$ cat src/rtl/dac_pkg.sv
// ---------------------------------------------------------------------------
// dac_pkg
// Shared definitions for the DAC sample pacer slice. It holds the default
// sample width, the default mid-scale DAC code, the underflow counter width
// and the state type of the pacing state machine.
// ---------------------------------------------------------------------------
package dac_pkg;

    localparam int DAC_DATA_W = 10;
    localparam logic [DAC_DATA_W-1:0] DAC_MIDSCALE = 10'h200;
    localparam int UF_CNT_W = 8;

    typedef enum logic [1:0] {
        ST_IDLE  = 2'd0,
        ST_PRIME = 2'd1,
        ST_RUN   = 2'd2
    } pacer_state_e;

endpackage

$ cat src/rtl/dac_sample_pacer_fifo.sv
// ---------------------------------------------------------------------------
// sample_fifo
// Small synchronous FIFO that buffers core samples ahead of the DAC.
// Ports:
//   clk, reset     : clock, asynchronous active-low reset
//   push, wrData   : write request and data (ignored when full)
//   pop            : read request (ignored when empty)
//   rdData         : head of the FIFO (valid while not empty)
//   full, empty    : occupancy flags
//   level          : current number of stored entries
// ---------------------------------------------------------------------------
module sample_fifo #(
    parameter int DATA_W     = 10,
    parameter int FIFO_DEPTH = 8,
    localparam int PTR_W     = $clog2(FIFO_DEPTH),
    localparam int LVL_W     = $clog2(FIFO_DEPTH) + 1
) (
    input  logic              clk,
    input  logic              reset,
    input  logic              push,
    input  logic [DATA_W-1:0] wrData,
    input  logic              pop,
    output logic [DATA_W-1:0] rdData,
    output logic              full,
    output logic              empty,
    output logic [LVL_W-1:0]  level
);

    logic [DATA_W-1:0] mem_q [FIFO_DEPTH];
    logic [PTR_W:0]    wrPtr_q;
    logic [PTR_W:0]    rdPtr_q;
    logic              doPush;
    logic              doPop;

    // The extra pointer bit makes the raw difference equal to the occupancy,
    // so full and empty come straight from the level.
    assign level  = wrPtr_q - rdPtr_q;
    assign full   = (level == LVL_W'(FIFO_DEPTH));
    assign empty  = (level == '0);
    assign doPush = push && !full;
    assign doPop  = pop && !empty;
    assign rdData = mem_q[rdPtr_q[PTR_W-1:0]];

    always_ff @(posedge clk or negedge reset) begin
        if (!reset) begin
            wrPtr_q <= '0;
            rdPtr_q <= '0;
        end else begin
            if (doPush) begin
                wrPtr_q <= wrPtr_q + 1'b1;
            end
            if (doPop) begin
                rdPtr_q <= rdPtr_q + 1'b1;
            end
        end
    end

    // Storage needs no reset: empty entries are never observed.
    always_ff @(posedge clk) begin
        if (doPush) begin
            mem_q[wrPtr_q[PTR_W-1:0]] <= wrData;
        end
    end

endmodule

$ cat src/rtl/dac_sample_pacer.sv
// ---------------------------------------------------------------------------
// dac_sample_pacer
// Buffers samples from the core and releases them to the DAC at a fixed,
// programmable period of div+1 clock cycles. On starvation the last code is
// held, the miss is counted and the FIFO re-primes to half full.
// Ports:
//   clk, reset              : clock, asynchronous active-low reset
//   in_data/in_valid/in_ready : sample input handshake
//   enable                  : run pacing (0 = idle)
//   div                     : sample period minus one
//   dac_code, dac_strobe    : registered DAC code and its update pulse
//   fifo_level              : FIFO occupancy
//   underflow_cnt           : saturating count of missed ticks
//   busy                    : pacer is not idle
// ---------------------------------------------------------------------------
module dac_sample_pacer
    import dac_pkg::*;
#(
    parameter int DATA_W                = DAC_DATA_W,
    parameter int FIFO_DEPTH            = 8,
    parameter int DIV_W                 = 16,
    parameter logic [DATA_W-1:0] MIDSCALE = DAC_MIDSCALE,
    localparam int LVL_W                = $clog2(FIFO_DEPTH) + 1
) (
    input  logic                clk,
    input  logic                reset,
    input  logic [DATA_W-1:0]   in_data,
    input  logic                in_valid,
    output logic                in_ready,
    input  logic                enable,
    input  logic [DIV_W-1:0]    div,
    output logic [DATA_W-1:0]   dac_code,
    output logic                dac_strobe,
    output logic [LVL_W-1:0]    fifo_level,
    output logic [UF_CNT_W-1:0] underflow_cnt,
    output logic                busy
);

    pacer_state_e        state_q;
    logic [DIV_W-1:0]    cnt_q;
    logic [DATA_W-1:0]   dacCode_q;
    logic                dacStrobe_q;
    logic [UF_CNT_W-1:0] ufCnt_q;
    logic [UF_CNT_W-1:0] ufCnt_d;

    logic                fifoFull;
    logic                fifoEmpty;
    logic [DATA_W-1:0]   fifoHead;
    logic [LVL_W-1:0]    fifoLevel;
    logic                tick;
    logic                popReq;

    sample_fifo #(
        .DATA_W     (DATA_W),
        .FIFO_DEPTH (FIFO_DEPTH)
    ) u_fifo (
        .clk    (clk),
        .reset  (reset),
        .push   (in_valid),
        .wrData (in_data),
        .pop    (popReq),
        .rdData (fifoHead),
        .full   (fifoFull),
        .empty  (fifoEmpty),
        .level  (fifoLevel)
    );

    // Using >= rather than == means a div lowered below the running count
    // ticks at once instead of waiting for the counter to wrap.
    assign tick    = (state_q == ST_RUN) && enable && (cnt_q >= div);
    assign popReq  = tick && !fifoEmpty;
    assign ufCnt_d = (ufCnt_q == '1) ? ufCnt_q : ufCnt_q + 1'b1;

    always_ff @(posedge clk or negedge reset) begin
        if (!reset) begin
            state_q     <= ST_IDLE;
            cnt_q       <= '0;
            dacCode_q   <= MIDSCALE;
            dacStrobe_q <= 1'b0;
            ufCnt_q     <= '0;
        end else begin
            dacStrobe_q <= 1'b0;
            if (!enable) begin
                state_q <= ST_IDLE;
                cnt_q   <= '0;
            end else begin
                case (state_q)
                    ST_IDLE: begin
                        cnt_q   <= '0;
                        state_q <= ST_PRIME;
                    end
                    ST_PRIME: begin
                        cnt_q <= '0;
                        if (fifoLevel >= LVL_W'(FIFO_DEPTH / 2)) begin
                            state_q <= ST_RUN;
                        end
                    end
                    ST_RUN: begin
                        if (tick) begin
                            cnt_q <= '0;
                            if (!fifoEmpty) begin
                                dacCode_q   <= fifoHead;
                                dacStrobe_q <= 1'b1;
                            end else begin
                                // Starved: hold the code and re-prime.
                                ufCnt_q <= ufCnt_d;
                                state_q <= ST_PRIME;
                            end
                        end else begin
                            cnt_q <= cnt_q + 1'b1;
                        end
                    end
                    default: begin
                        state_q <= ST_IDLE;
                        cnt_q   <= '0;
                    end
                endcase
            end
        end
    end

    assign in_ready      = !fifoFull;
    assign dac_code      = dacCode_q;
    assign dac_strobe    = dacStrobe_q;
    assign fifo_level    = fifoLevel;
    assign underflow_cnt = ufCnt_q;
    assign busy          = (state_q != ST_IDLE);

endmodule

$ cat config.mk
export PLATFORM = sky130hd
export DESIGN_NAME = dac_sample_pacer
export DESIGN_NICKNAME = d
export VERILOG_FILES = /design/src/rtl/dac_pkg.sv /design/src/rtl/dac_sample_pacer_fifo.sv /design/src/rtl/dac_sample_pacer.sv
export SDC_FILE = /design/constraint.sdc
export NUM_CORES = 1
export LEC_CHECK = 0
export ABC_AREA = 1
export BUFFER_PORTS_ARGS = -buffer_cell sky130_fd_sc_hd__buf_2
export CAP_MARGIN = 25
export CORE_MARGIN = 2
export CORE_UTILIZATION = 59
export DETAILED_ROUTE_END_ITERATION = 10
export PLACE_DENSITY = 0.88
export RECOVER_POWER = 50
export SLEW_MARGIN = 10
export SYNTH_ARGS = -nofsm -noshare
export SYNTH_HDL_FRONTEND = slang
export SYNTH_SLANG_ARGS = --single-unit
export TNS_END_PERCENT = 5
$ cat constraint.sdc
create_clock -name clk -period 3.7 [get_ports clk]
set_input_delay 0.37 -clock clk [delete_from_list [all_inputs] [get_ports clk]]
set_output_delay 0.37 -clock clk [all_outputs]
set_load 0.02 [all_outputs]
==> run metrics, run 1 <==
clk slew on worst S/H paths=0.06 ns; port bufs=54; Worst-Margin Slew=1.49 ns; final non-filler cell total=791; Initial Util=60.4%; TritonRoute pass-1 iters=6; Layout Area Growth over Synthesis=16.2%; Gate power share=16.3%; final WL=13,900 um; Synth Cell Area=5870 sq um; Core Rows=36; register bit total from synthesis=125; crit start category=register; Die X=104 um; Cell variety after synth=38; final setup vio count=0; RSZ-0062 raised after global routing=no; Avg Inst Size Synth=10.2 sq um; post-layout instance area=6820 sq um; NetSw=0.00115 W; VDD IR max=0.341 mV; setup total negative slack=0 ns; later-pin clock latency in the skew report=0.52 ns; I/O pin count=55; worst hold path class=in -> reg; CTS tree=yes; post-synthesis sequential area ratio=60.1%; dominant cell type by area after synthesis=edfxtp_1; yosys warns=0; worst relative slew slack=0.812%; critical path arrival=2.60 ns; final core utilization=70.1%; Placed Cells=757; GR Layer Usage met2=44.8%; synthesized instance count=578; syn nets=632; gr usage total=26.5%; CTS buffer count=17; CORE AREA=9730 sq um; top post-synthesis cells by area=edfxtp_1 41%, dfrtp_1 19%, nand2_1 9.5%; fillers=660; worst clock skew=0.00967 ns; Flop pwr share=44.2%; crit path time final=2.97 ns; Sw Share=29.6%; layout cells sized above 1=14.1%; P_int=0.00275 W; Nets=699; antenna violations before repair=0; number of global-route vias before repair=4,228; initial DRC count=528; die height=104 um; GR peak layer=met2; Final Hold Vio Count=0; vias per cell=5.71; clock share of power=39.5%; Slew Limit Fails=0; clock sink count=125; Placer Congestion=0.919; met3 Track Usage GR=4.66%; FMAX=337 MHz; largest net degree at the start of global routing=46; Hold Slack=0.157 ns; met1 global-route usage=34.1%; Setup CP Type=reg -> out; critical path peak fanout=25; placed cell area=6290 sq um; kind of end point of the critical path=primary output; Lkg Pwr=2.97 nW; full die area=10,800 sq um; required time worst endpoint=3.33 ns; period utilization=80.2%; Via Count=4,516; CTS root buf=clkbuf_8; CTS max path bufs=2; max_cap viols=0; DR DRC count=0; H-tree Lvls=4; # diodes=0; status=finished, final reports clean; DR WL/cell=17.6 um; postcts setup bufs=0; Post-DRT Antenna Nets=0; PwrDens=572 nW/um^2; HPWL Detailed=8870 um; first-pass GRT wire length=21,700 um; GRT Residual Overflow=0; top-area cell type share of the netlist area=40.9%
-- cell type report --
| class | count | area, sq um | area share, % |
|---|---|---|---|
| Timing Repair Buffer | 69 | 353 | 5.17 |
| Clock buffer | 17 | 414 | 6.07 |
| Clock inverter | 15 | 138 | 2.02 |
| Inverter | 49 | 186 | 2.73 |
| Tap cell | 133 | 166 | 2.44 |
| Multi-Input combinational cell | 383 | 2040 | 29.8 |
| Sequential cell | 125 | 3530 | 51.7 |
-- worst max-delay path, stage by stage, from the launching register on --
cell	delay, ns
dfrtp_1	0.86
inv_1	0.17
ha_1	0.25
a21oi_1	0.18
o21ai_0	0.11
nand2_1	0.08
nand2_2	0.08
inv_1	0.10
nand2_2	0.06
buf_2	0.17
-- cell usage in the layout, fill, tap and decap left out, types with 4 or more instances in the layout --
cell type	instances
xor2_1	8
xnor2_1	8
o21ai_0	26
edfxtp_1	80
clkbuf_1	24
nor2_1	55
ha_1	23
nand2_2	5
o22ai_1	10
nor3_1	7
buf_4	13
o31ai_1	10
clkbuf_16	16
buf_2	31
nor3b_1	4
nand3_1	29
nand2_1	148
inv_1	47
a21oi_1	29
inv_6	5
dfrtp_1	44
-- through the flow --
step	worst slack [ns]	total power [W]
final	0.732	0.00390
after global routing	0.572	0.00404
after global placement	1.11	0.00233
after detailed placement	0.974	0.00236
after CTS	0.770	0.00390
after floorplan	0.713	0.00214
-- flip-flops by register name, indices dropped and copies added, names as in the netlist --
| name | count |
|---|---|
| u_fifo.mem_q | 80 |
| cnt_q | 16 |
| dac_code | 10 |
| underflow_cnt | 8 |
| u_fifo.rdPtr_q | 4 |
| u_fifo.wrPtr_q | 4 |
| state_q | 2 |
| dac_strobe | 1 |
-- cell families after synthesis --
logic type                 share of synthesized area [%]
xor gates and xnor gates                            2.39
adders and majority gates                           5.24
buffers and inverters                               5.24
and+or+nand+nor                                     18.8
DFF                                                 60.1
AOI/OAI and AO/OA                                   8.20
-- power by group through the flow --
stage / clock network (W) / logic [W] / registers, W
2_1_floorplan: 0 / 0.000410 / 0.00173
3_3_place_gp: 0 / 0.000591 / 0.00174
3_5_place_dp: 0 / 0.000612 / 0.00175
4_1_cts: 0.00155 / 0.000633 / 0.00172
5_1_grt: 0.00161 / 0.000695 / 0.00173
6_report: 0.00154 / 0.000637 / 0.00173
-- Yosys cell counts --
master and instances:
nor2_4 1, clkbuf_1 8, xor2_1 8, dfstp_2 1, edfxtp_1 80, inv_1 47, o31ai_1 10, nand2_4 2
ha_1 23, o21bai_1 2, a31oi_1 2, nand3b_1 1, buf_2 7, a21oi_1 29, nor3b_1 4, nand2_1 148
inv_4 1, nand4_1 3, o21ai_2 3, o21ai_0 26, dfrtp_1 44, nor2_2 1, nand3_1 29, nor3_2 1
nor3_4 1, nand3_2 1, buf_4 1, xnor2_1 8, nor2_1 55, inv_2 1, nand2_2 5, o211ai_1 1
buf_1 1, nor3_1 7, o21a_1 1, o22ai_1 10, buf_6 4, fa_1 1
-- routing by layer --
layer / up-vias / wire, um
met3: 45 / 1240
met1: 2108 / 5330
met4: 0 / 376
li1: 2093 / -
met2: 270 / 6970
met5: - / 0
-- final timing paths --
kind                                               startpoint                            to  slack [ns]  cells past startpoint
worst max register to register  u_fifo.rdPtr_q[1]$_DFFE_PN0P_  u_fifo.mem_q[3][9]$_DFFE_PP_        0.82                     13
max in group asynchronous                               reset       dac_code[8]$_DFFE_PN0P_        1.24                      3
worst min-delay path                                   enable        state_q[0]$_DFFE_PN0P_        0.16                      3
worst max-delay path            u_fifo.rdPtr_q[1]$_DFFE_PN0P_                      in_ready        0.73                      9
min in group asynchronous                               reset           cnt_q[10]$_DFF_PN0_        0.55                      2
worst min register to register             cnt_q[0]$_DFF_PN0_            cnt_q[0]$_DFF_PN0_        0.47                      1
-- repair_timing --
action / 4_1_cts / 5_1_grt
hold buffers: 0 / 1
hold endpoints to repair: 0 / 18
gates resized for setup: 0 / 0
Power figures use the tool's default switching activity.
==> run 2, diff against run 1 <==
--- a/config.mk
+++ b/config.mk
@@ -5,13 +5,13 @@
 export SDC_FILE = /design/constraint.sdc
 export NUM_CORES = 1
 export LEC_CHECK = 0
-export ABC_AREA = 1
+export ABC_AREA = 0
 export BUFFER_PORTS_ARGS = -buffer_cell sky130_fd_sc_hd__buf_2
 export CAP_MARGIN = 25
 export CORE_MARGIN = 2
-export CORE_UTILIZATION = 59
+export CORE_UTILIZATION = 53
 export DETAILED_ROUTE_END_ITERATION = 10
-export PLACE_DENSITY = 0.88
+export PLACE_DENSITY = 0.85
 export RECOVER_POWER = 50
 export SLEW_MARGIN = 10
 export SYNTH_ARGS = -nofsm -noshare
==> constraint.sdc (replaced) <==
create_clock -name clk -period 2.7 [get_ports clk]
set_input_delay 0.27 -clock clk [delete_from_list [all_inputs] [get_ports clk]]
set_output_delay 0.27 -clock clk [all_outputs]
set_load 0.02 [all_outputs]
==> run metrics, run 2 <==
largest net degree at the start of global routing=30 (-35%); R2R Setup Slk=0.09 ns (-0.73 ns); GRT Residual Overflow=0 (unchanged); Core Rows=37 (+2.8%); die height=106 um (+2.3%); Flop pwr share=41.1% (-3.1 points); commonest non-fill, non-tap cell in the layout=edfxtp_1; DR WL/cell=19.0 um (+7.9%); Post-DRT Antenna Nets=0 (unchanged); fillers=684 (+3.6%); commonest register cell after synthesis=edfxtp_1; CTS root buf=clkbuf_8; CTS max path bufs=2 (unchanged); DR DRC count=0 (unchanged); layout cells sized above 1=29.4% (+15 points); Gate power share=20.3% (+4.0 points); CTS tree=yes; CORE AREA=10,200 sq um (+5.2%); post-synthesis sequential area ratio=63.8% (+3.7 points); Post-synth EDFFs=80 (unchanged); required time worst endpoint=2.43 ns (-0.90 ns); most frequent cells in the layout=80 x edfxtp_1, 43 x dfrtp_1, 36 x nand2_1; P_int=0.00402 W (+46%); FMAX=381 MHz; max_cap viols=1 (+1); Synth top cells by count=80 x edfxtp_1, 44 x dfrtp_1, 38 x nand2_1, 30 x nor2_1, 25 x inv_1; first-pass GRT wire length=19,100 um (-12%); Placer Congestion=0.845 (-8.0%); PwrDens=840 nW/um^2 (+47%); Cell variety after synth=44 (+16%); failing checks=capacitance limit, slew limit; top-area cell type share of the netlist area=43.4% (+2.5 points); Worst-Margin Slew=1.63 ns (+0.144 ns); H-tree Lvls=4 (unchanged); port bufs=54 (unchanged); Slew Limit Fails=30 (+30); Setup CP Type=reg -> out; worst reg2reg endpoint=u_fifo.rdPtr_q[3]$_DFFE_PN0P_; HPWL Detailed=7670 um (-13%); clk slew on worst S/H paths=0.06 ns (about the same); gr usage total=23.1% (-3.5 points); Nets=531 (-24%); Via Count=3,516 (-22%); antenna violations before repair=0 (unchanged); Hold Crit Start=enable; crit start category=register; kind of end point of the critical path=primary output; status=complete, but fails checks; RSZ-0062 raised after global routing=yes; Initial Util=54.1% (-6.3 points); DP Worst Slack=-0.114 ns (-1.09 ns); vias per cell=5.62 (-1.6%); Die X=106 um (+2.3%); worst relative slew slack=-8.77% (-9.6 points); dominant cell type by area after synthesis=edfxtp_1; full die area=11,300 sq um (+4.7%); CTS buffer count=17 (unchanged); # diodes=0 (unchanged); asr flop ratio synth=36.0% (unchanged); critical path arrival=2.36 ns (-0.24 ns); crit path time final=2.63 ns; critical path peak fanout=4 (-84%); WHS Path Cells=3 (unchanged); later-pin clock latency in the skew report=0.53 ns (about the same); final setup vio count=0 (unchanged); max reg flops=80 (unchanged); NetSw=0.00174 W (+50%); worst clock skew=0.0136 ns (+0.00389 ns); Lkg Pwr=2.78 nW (-6.5%); post-layout instance area=6850 sq um (+0.44%); syn nets=443 (-30%); number of global-route vias before repair=3,665 (-13%); final WL=11,900 um (-15%); synthesized instance count=389 (-33%); Avg Inst Size Synth=14.2 sq um (+40%); cell depth of the worst flop-to-flop path=10 (-3); setup ws final=0.0733 ns (-0.659 ns); count leader, synth=edfxtp_1; Sw Share=30.2% (+0.60 points); clock sink count=125 (unchanged); TritonRoute pass-1 iters=5 (-1); register bit total from synthesis=125 (unchanged); initial DRC count=348 (-34%); Final Hold Vio Count=0 (unchanged); period utilization=97.3%; Synth Cell Area=5540 sq um (-5.7%); clock share of power=38.6% (-0.9 points); VDD IR max=0.682 mV (+100%); yosys warns=0 (unchanged); Worst Hold Endpoint=state_q[1]$_DFFE_PN0P_; I/O pin count=55 (unchanged); Layout Area Growth over Synthesis=23.8%; Hold Slack=0.0890 ns (-0.0684 ns); reg2reg start=u_fifo.wrPtr_q[0]$_DFFE_PN0P_; worst hold path class=in -> reg; placed cell area=6240 sq um (-0.70%); top post-synthesis cells by area=edfxtp_1 43%, dfrtp_1 20%, mux4_2 8.1%
## run 2: cell count changes in the layout (fill, tap and decap cells not counted), sizes merged, moves of 8 or more
cell	change
nand2	-116
nor2	-27
a21oi	-23
o21ai	-23
mux4	+20
inv	-19
buf	+15
nand3	-14
a31oi	+10
o22ai	-10
o31ai	-9
xnor2	+9
and3	+8
## run 2: area by class of cell
class	count	area (sq um)	area share (%)
multi-input cells	228	2020	29.5
clock buffers	17	414	6.04
repair buffers	80	453	6.61
well taps	136	170	2.48
clock inverters	15	165	2.41
inverters	25	97.6	1.42
flip-flops and latches	125	3530	51.5
## run 2: cells by family after synthesis
logic type / Yosys count / synth area share [%]
AND/OR/NAND/NOR: 124 / 11.2
flip-flops: 125 / 63.8
buffers and inverters: 36 / 2.67
XOR/XNOR: 29 / 4.59
adder cells (fa/ha/maj): 24 / 5.56
AO/OA/AOI/OAI: 30 / 3.86
multiplexers: 21 / 8.41
## run 2: worst max path at each step
stage                                        startpoint                            end  slack, ns
final                     u_fifo.rdPtr_q[1]$_DFFE_PN0P_                       in_ready       0.07
after global routing      u_fifo.rdPtr_q[1]$_DFFE_PN0P_                       in_ready      -0.04
after CTS                 u_fifo.wrPtr_q[0]$_DFFE_PN0P_                       in_ready       0.02
after detailed placement  u_fifo.rdPtr_q[0]$_DFFE_PN0P_   u_fifo.mem_q[6][3]$_DFFE_PP_      -0.11
after global placement    u_fifo.wrPtr_q[0]$_DFFE_PN0P_  u_fifo.rdPtr_q[3]$_DFFE_PN0P_      -0.03
after floorplan           u_fifo.rdPtr_q[1]$_DFFE_PN0P_   u_fifo.mem_q[4][0]$_DFFE_PP_       0.01
## run 2: metrics by stage
stage | instances | util (%) | power [W] | TNS, ns
6_report | 626 | 67.0 | 0.00575 | 0
2_1_floorplan | 389 | - | 0.00310 | 0
4_1_cts | 626 | 67.0 | 0.00577 | 0
3_5_place_dp | 593 | 61.0 | 0.00350 | -1.45
5_1_grt | 626 | 67.0 | 0.00597 | -0.0366
3_3_place_gp | 592 | 60.9 | 0.00344 | -0.0348
## run 2: worst max-delay path, stage by stage, from the launching register on
cell,delay (ns)
dfrtp_1,0.41
inv_1,0.10
ha_1,0.31
nand3b_1,0.11
a21oi_1,0.28
or2_1,0.24
buf_4,0.18
nand2_1,0.05
buf_2,0.16
## run 2: power groups by stage
stage / Sequential [W] / Combinational, W / Clock, W
floorplan: 0.00240 / 0.000699 / 0
global placement: 0.00238 / 0.00106 / 0
detailed placement: 0.00239 / 0.00111 / 0
CTS: 0.00236 / 0.00115 / 0.00225
global route: 0.00238 / 0.00125 / 0.00233
finish: 0.00236 / 0.00117 / 0.00222
## run 2: per-layer routing
metal | global-route usage (%) | share of wire (%)
met1 | 29.3 | 39
met2 | 38.0 | 52
met3 | 6.07 | 6.6
met4 | 9.02 | 1.7
met5 | 0 | 0
## run 2: timing repair
item                                    CTS  global route
hold endpoints to repair                 28             0
setup buffers                             0             0
resized for setup                         4             6
hold buffers                              1             0
cloned                                    0             0
endpoints found under the setup margin   21            42
==> run 3, diff against run 2 <==
--- a/config.mk
+++ b/config.mk
@@ -9,9 +9,10 @@
 export BUFFER_PORTS_ARGS = -buffer_cell sky130_fd_sc_hd__buf_2
 export CAP_MARGIN = 25
 export CORE_MARGIN = 2
-export CORE_UTILIZATION = 53
+export CORE_UTILIZATION = 55
+export CTS_BUF_LIST = sky130_fd_sc_hd__clkbuf_8
 export DETAILED_ROUTE_END_ITERATION = 10
-export PLACE_DENSITY = 0.85
+export PLACE_DENSITY = 0.87
 export RECOVER_POWER = 50
 export SLEW_MARGIN = 10
 export SYNTH_ARGS = -nofsm -noshare
==> run metrics, run 3 (synthesis gave the netlist of run 2 again) <==
status=complete, but fails checks; failing checks=setup timing; critical path peak fanout=5 (+1); Sw Share=31.3% (+1.1 points); # diodes=0 (unchanged); Core Rows=36 (-2.7%); Setup CP Type=reg -> reg; post-layout instance area=6740 sq um (-1.6%); GRT Residual Overflow=0 (unchanged); register area=3530 sq um (unchanged); DR DRC count=0 (unchanged); Via Count=3,625 (+3.1%); Hold Slack=0.184 ns (+0.0947 ns); DP Worst Slack=-0.0389 ns (+0.0749 ns); TritonRoute pass-1 iters=5 (unchanged); cell chain of the critical path=inv_1, ha_1, nand3b_1, and3_4, or2_1, a21boi_4, buf_6, nand4_1, clkinvlp_4; placed cell area=6290 sq um (+0.78%); P_int=0.00356 W (-11%); Initial Util=56.6% (+2.5 points); setup ws final=-0.00201 ns (-0.0753 ns); FMAX=370 MHz (-2.8%); CORE AREA=9770 sq um (-4.5%); DR WL/cell=19.4 um (+2.2%); full die area=10,900 sq um (-3.5%); later-pin clock latency in the skew report=0.44 ns (-0.09 ns); CP peak stage delay=0.45 ns (+0.04 ns); Placer Congestion=0.817 (-3.3%); clock share of power=29.5% (-9.1 points); reg2reg start=u_fifo.rdPtr_q[1]$_DFFE_PN0P_; Hold Crit Start=in_data[2]; required time worst endpoint=2.83 ns (+0.40 ns); number of global-route vias before repair=3,763 (+2.7%); worst relative slew slack=21.0% (+30 points); CTS tree=yes; CTS root buf=clkbuf_8; worst clock skew=0.0103 ns (-0.00325 ns); port bufs=54 (unchanged); antenna violations before repair=0 (unchanged); layout cells sized above 1=30.4% (+1.0 points); die height=104 um (-1.8%); Gate power share=24.8% (+4.5 points); max_cap viols=0 (-1); clk slew on worst S/H paths=0.08 ns (+0.02 ns); worst path buffer plus inverter count=3 (unchanged); slowest CP cell=dfrtp_1; setup total negative slack=-0.00222 ns (-0.00222 ns); worst hold path class=in -> reg; CP top delay family=simple AND/OR/NAND/NOR gates; Lkg Pwr=2.74 nW (-1.5%); commonest non-fill, non-tap cell in the layout=edfxtp_1; CTS buffer count=17 (unchanged); max reg flops=80 (unchanged); Flop pwr share=45.7% (+4.6 points); final setup vio count=2 (+2); HPWL Detailed=7840 um (+2.1%); Worst-Margin Slew=1.19 ns (-0.446 ns); final WL=12,300 um (+3.9%); gr usage total=22.1% (-0.92 points); CTS max path bufs=2 (unchanged); initial DRC count=243 (-30%); crit start category=register; first-pass GRT wire length=18,400 um (-4.0%); Final Hold Vio Count=0 (unchanged); Die X=104 um (-1.8%); crit path time final=2.70 ns (+0.0753 ns); critical path arrival=2.83 ns (+0.47 ns); cell depth of the worst flop-to-flop path=9 (-1); R2R Setup Slk=-0.002 ns (-0.09 ns); Nets=544 (+2.4%); total chip power=0.00518 W (-10%); Worst path depth=9 (+1); Post-DRT Antenna Nets=0 (unchanged); Worst Hold Endpoint=u_fifo.mem_q[3][2]$_DFFE_PP_; Multi-input gate area=2000 sq um (-0.87%); worst reg2reg endpoint=u_fifo.mem_q[7][0]$_DFFE_PP_; Slew Limit Fails=0 (-100%); H-tree Lvls=4 (unchanged); VDD IR max=0.517 mV (-24%); vias per cell=5.70 (+1.5%); fillers=641 (-6.3%); largest net degree at the start of global routing=46 (+53%); PwrDens=768 nW/um^2 (-8.6%); clock sink count=125 (unchanged); I/O pin count=55 (unchanged); WHS Path Cells=1 (-2); period utilization=100% (+2.8 points); Layout Area Growth over Synthesis=21.8%; kind of end point of the critical path=register; NetSw=0.00162 W (-6.7%); most frequent cells in the layout=80 x edfxtp_1, 43 x dfrtp_1, 36 x nand2_1
==> run 3: worst max path at each step <==
stage                             startpoint                            end  slack (ns)
2_1_floorplan  u_fifo.rdPtr_q[1]$_DFFE_PN0P_   u_fifo.mem_q[4][0]$_DFFE_PP_        0.01
3_3_place_gp   u_fifo.wrPtr_q[0]$_DFFE_PN0P_  u_fifo.rdPtr_q[3]$_DFFE_PN0P_        -0.1
3_5_place_dp   u_fifo.rdPtr_q[0]$_DFFE_PN0P_   u_fifo.mem_q[7][2]$_DFFE_PP_       -0.04
4_1_cts        u_fifo.rdPtr_q[0]$_DFFE_PN0P_   u_fifo.mem_q[5][7]$_DFFE_PP_        0.01
5_1_grt        u_fifo.rdPtr_q[1]$_DFFE_PN0P_   u_fifo.mem_q[7][0]$_DFFE_PP_       -0.05
6_report       u_fifo.rdPtr_q[1]$_DFFE_PN0P_   u_fifo.mem_q[7][0]$_DFFE_PP_      -0.002
==> run 3: power by group through the flow <==
stage	registers [W]	clock network, W	logic [W]
after global routing	0.00237	0.00162	0.00135
after detailed placement	0.00239	0	0.00116
after floorplan	0.00240	0	0.000699
final	0.00236	0.00153	0.00129
after global placement	0.00238	0	0.00111
after CTS	0.00236	0.00155	0.00119
==> run 3: worst reg2reg max path, cell delays in order (launching register included) <==
cell and delay [ns]:
dfrtp_1 0.45, inv_1 0.11, ha_1 0.30, nand3b_1 0.13
and3_4 0.19, or2_1 0.26, a21boi_4 0.27, buf_6 0.14
nand4_1 0.27, clkinvlp_4 0.29
==> run 3: final cells by class <==
class / instances / area share, %
Timing Repair Buffer: 92 / 8.35
Clock buffer: 17 / 3.47
Clock inverter: 15 / 2.08
Timing Repair inverter: 1 / 0.111
Inverter: 25 / 1.45
Multi-Input combinational cell: 228 / 29.7
Tap cell: 133 / 2.47
Sequential cell: 125 / 52.4
==> run 3: per-layer routing <==
metal / part of all wire, % / vias to the layer above / track usage (%)
li1: - / 1626 / -
met1: 38 / 1815 / 26.3
met2: 53 / 159 / 38.2
met3: 6.4 / 25 / 5.01
met4: 2.4 / 0 / 10.5
met5: 0 / - / 0
==> run 3: stage by stage <==
stage          util [%]  cells
6_report           69.0    636
5_1_grt            69.0    636
4_1_cts            68.4    629
3_5_place_dp       64.4    597
3_3_place_gp       64.2    596
2_1_floorplan         -    389
==> run 3: repair_timing <==
| item | 4_1_cts | 5_1_grt |
|---|---|---|
| pin swaps | 0 | 5 |
| buffers inserted | 0 | 5 |
| hold buffers | 0 | 1 |
| hold endpoints to repair | 0 | 20 |
| cloned | 0 | 2 |
| resized for setup | 5 | 9 |
| setup endpoints to repair | 40 | 54 |
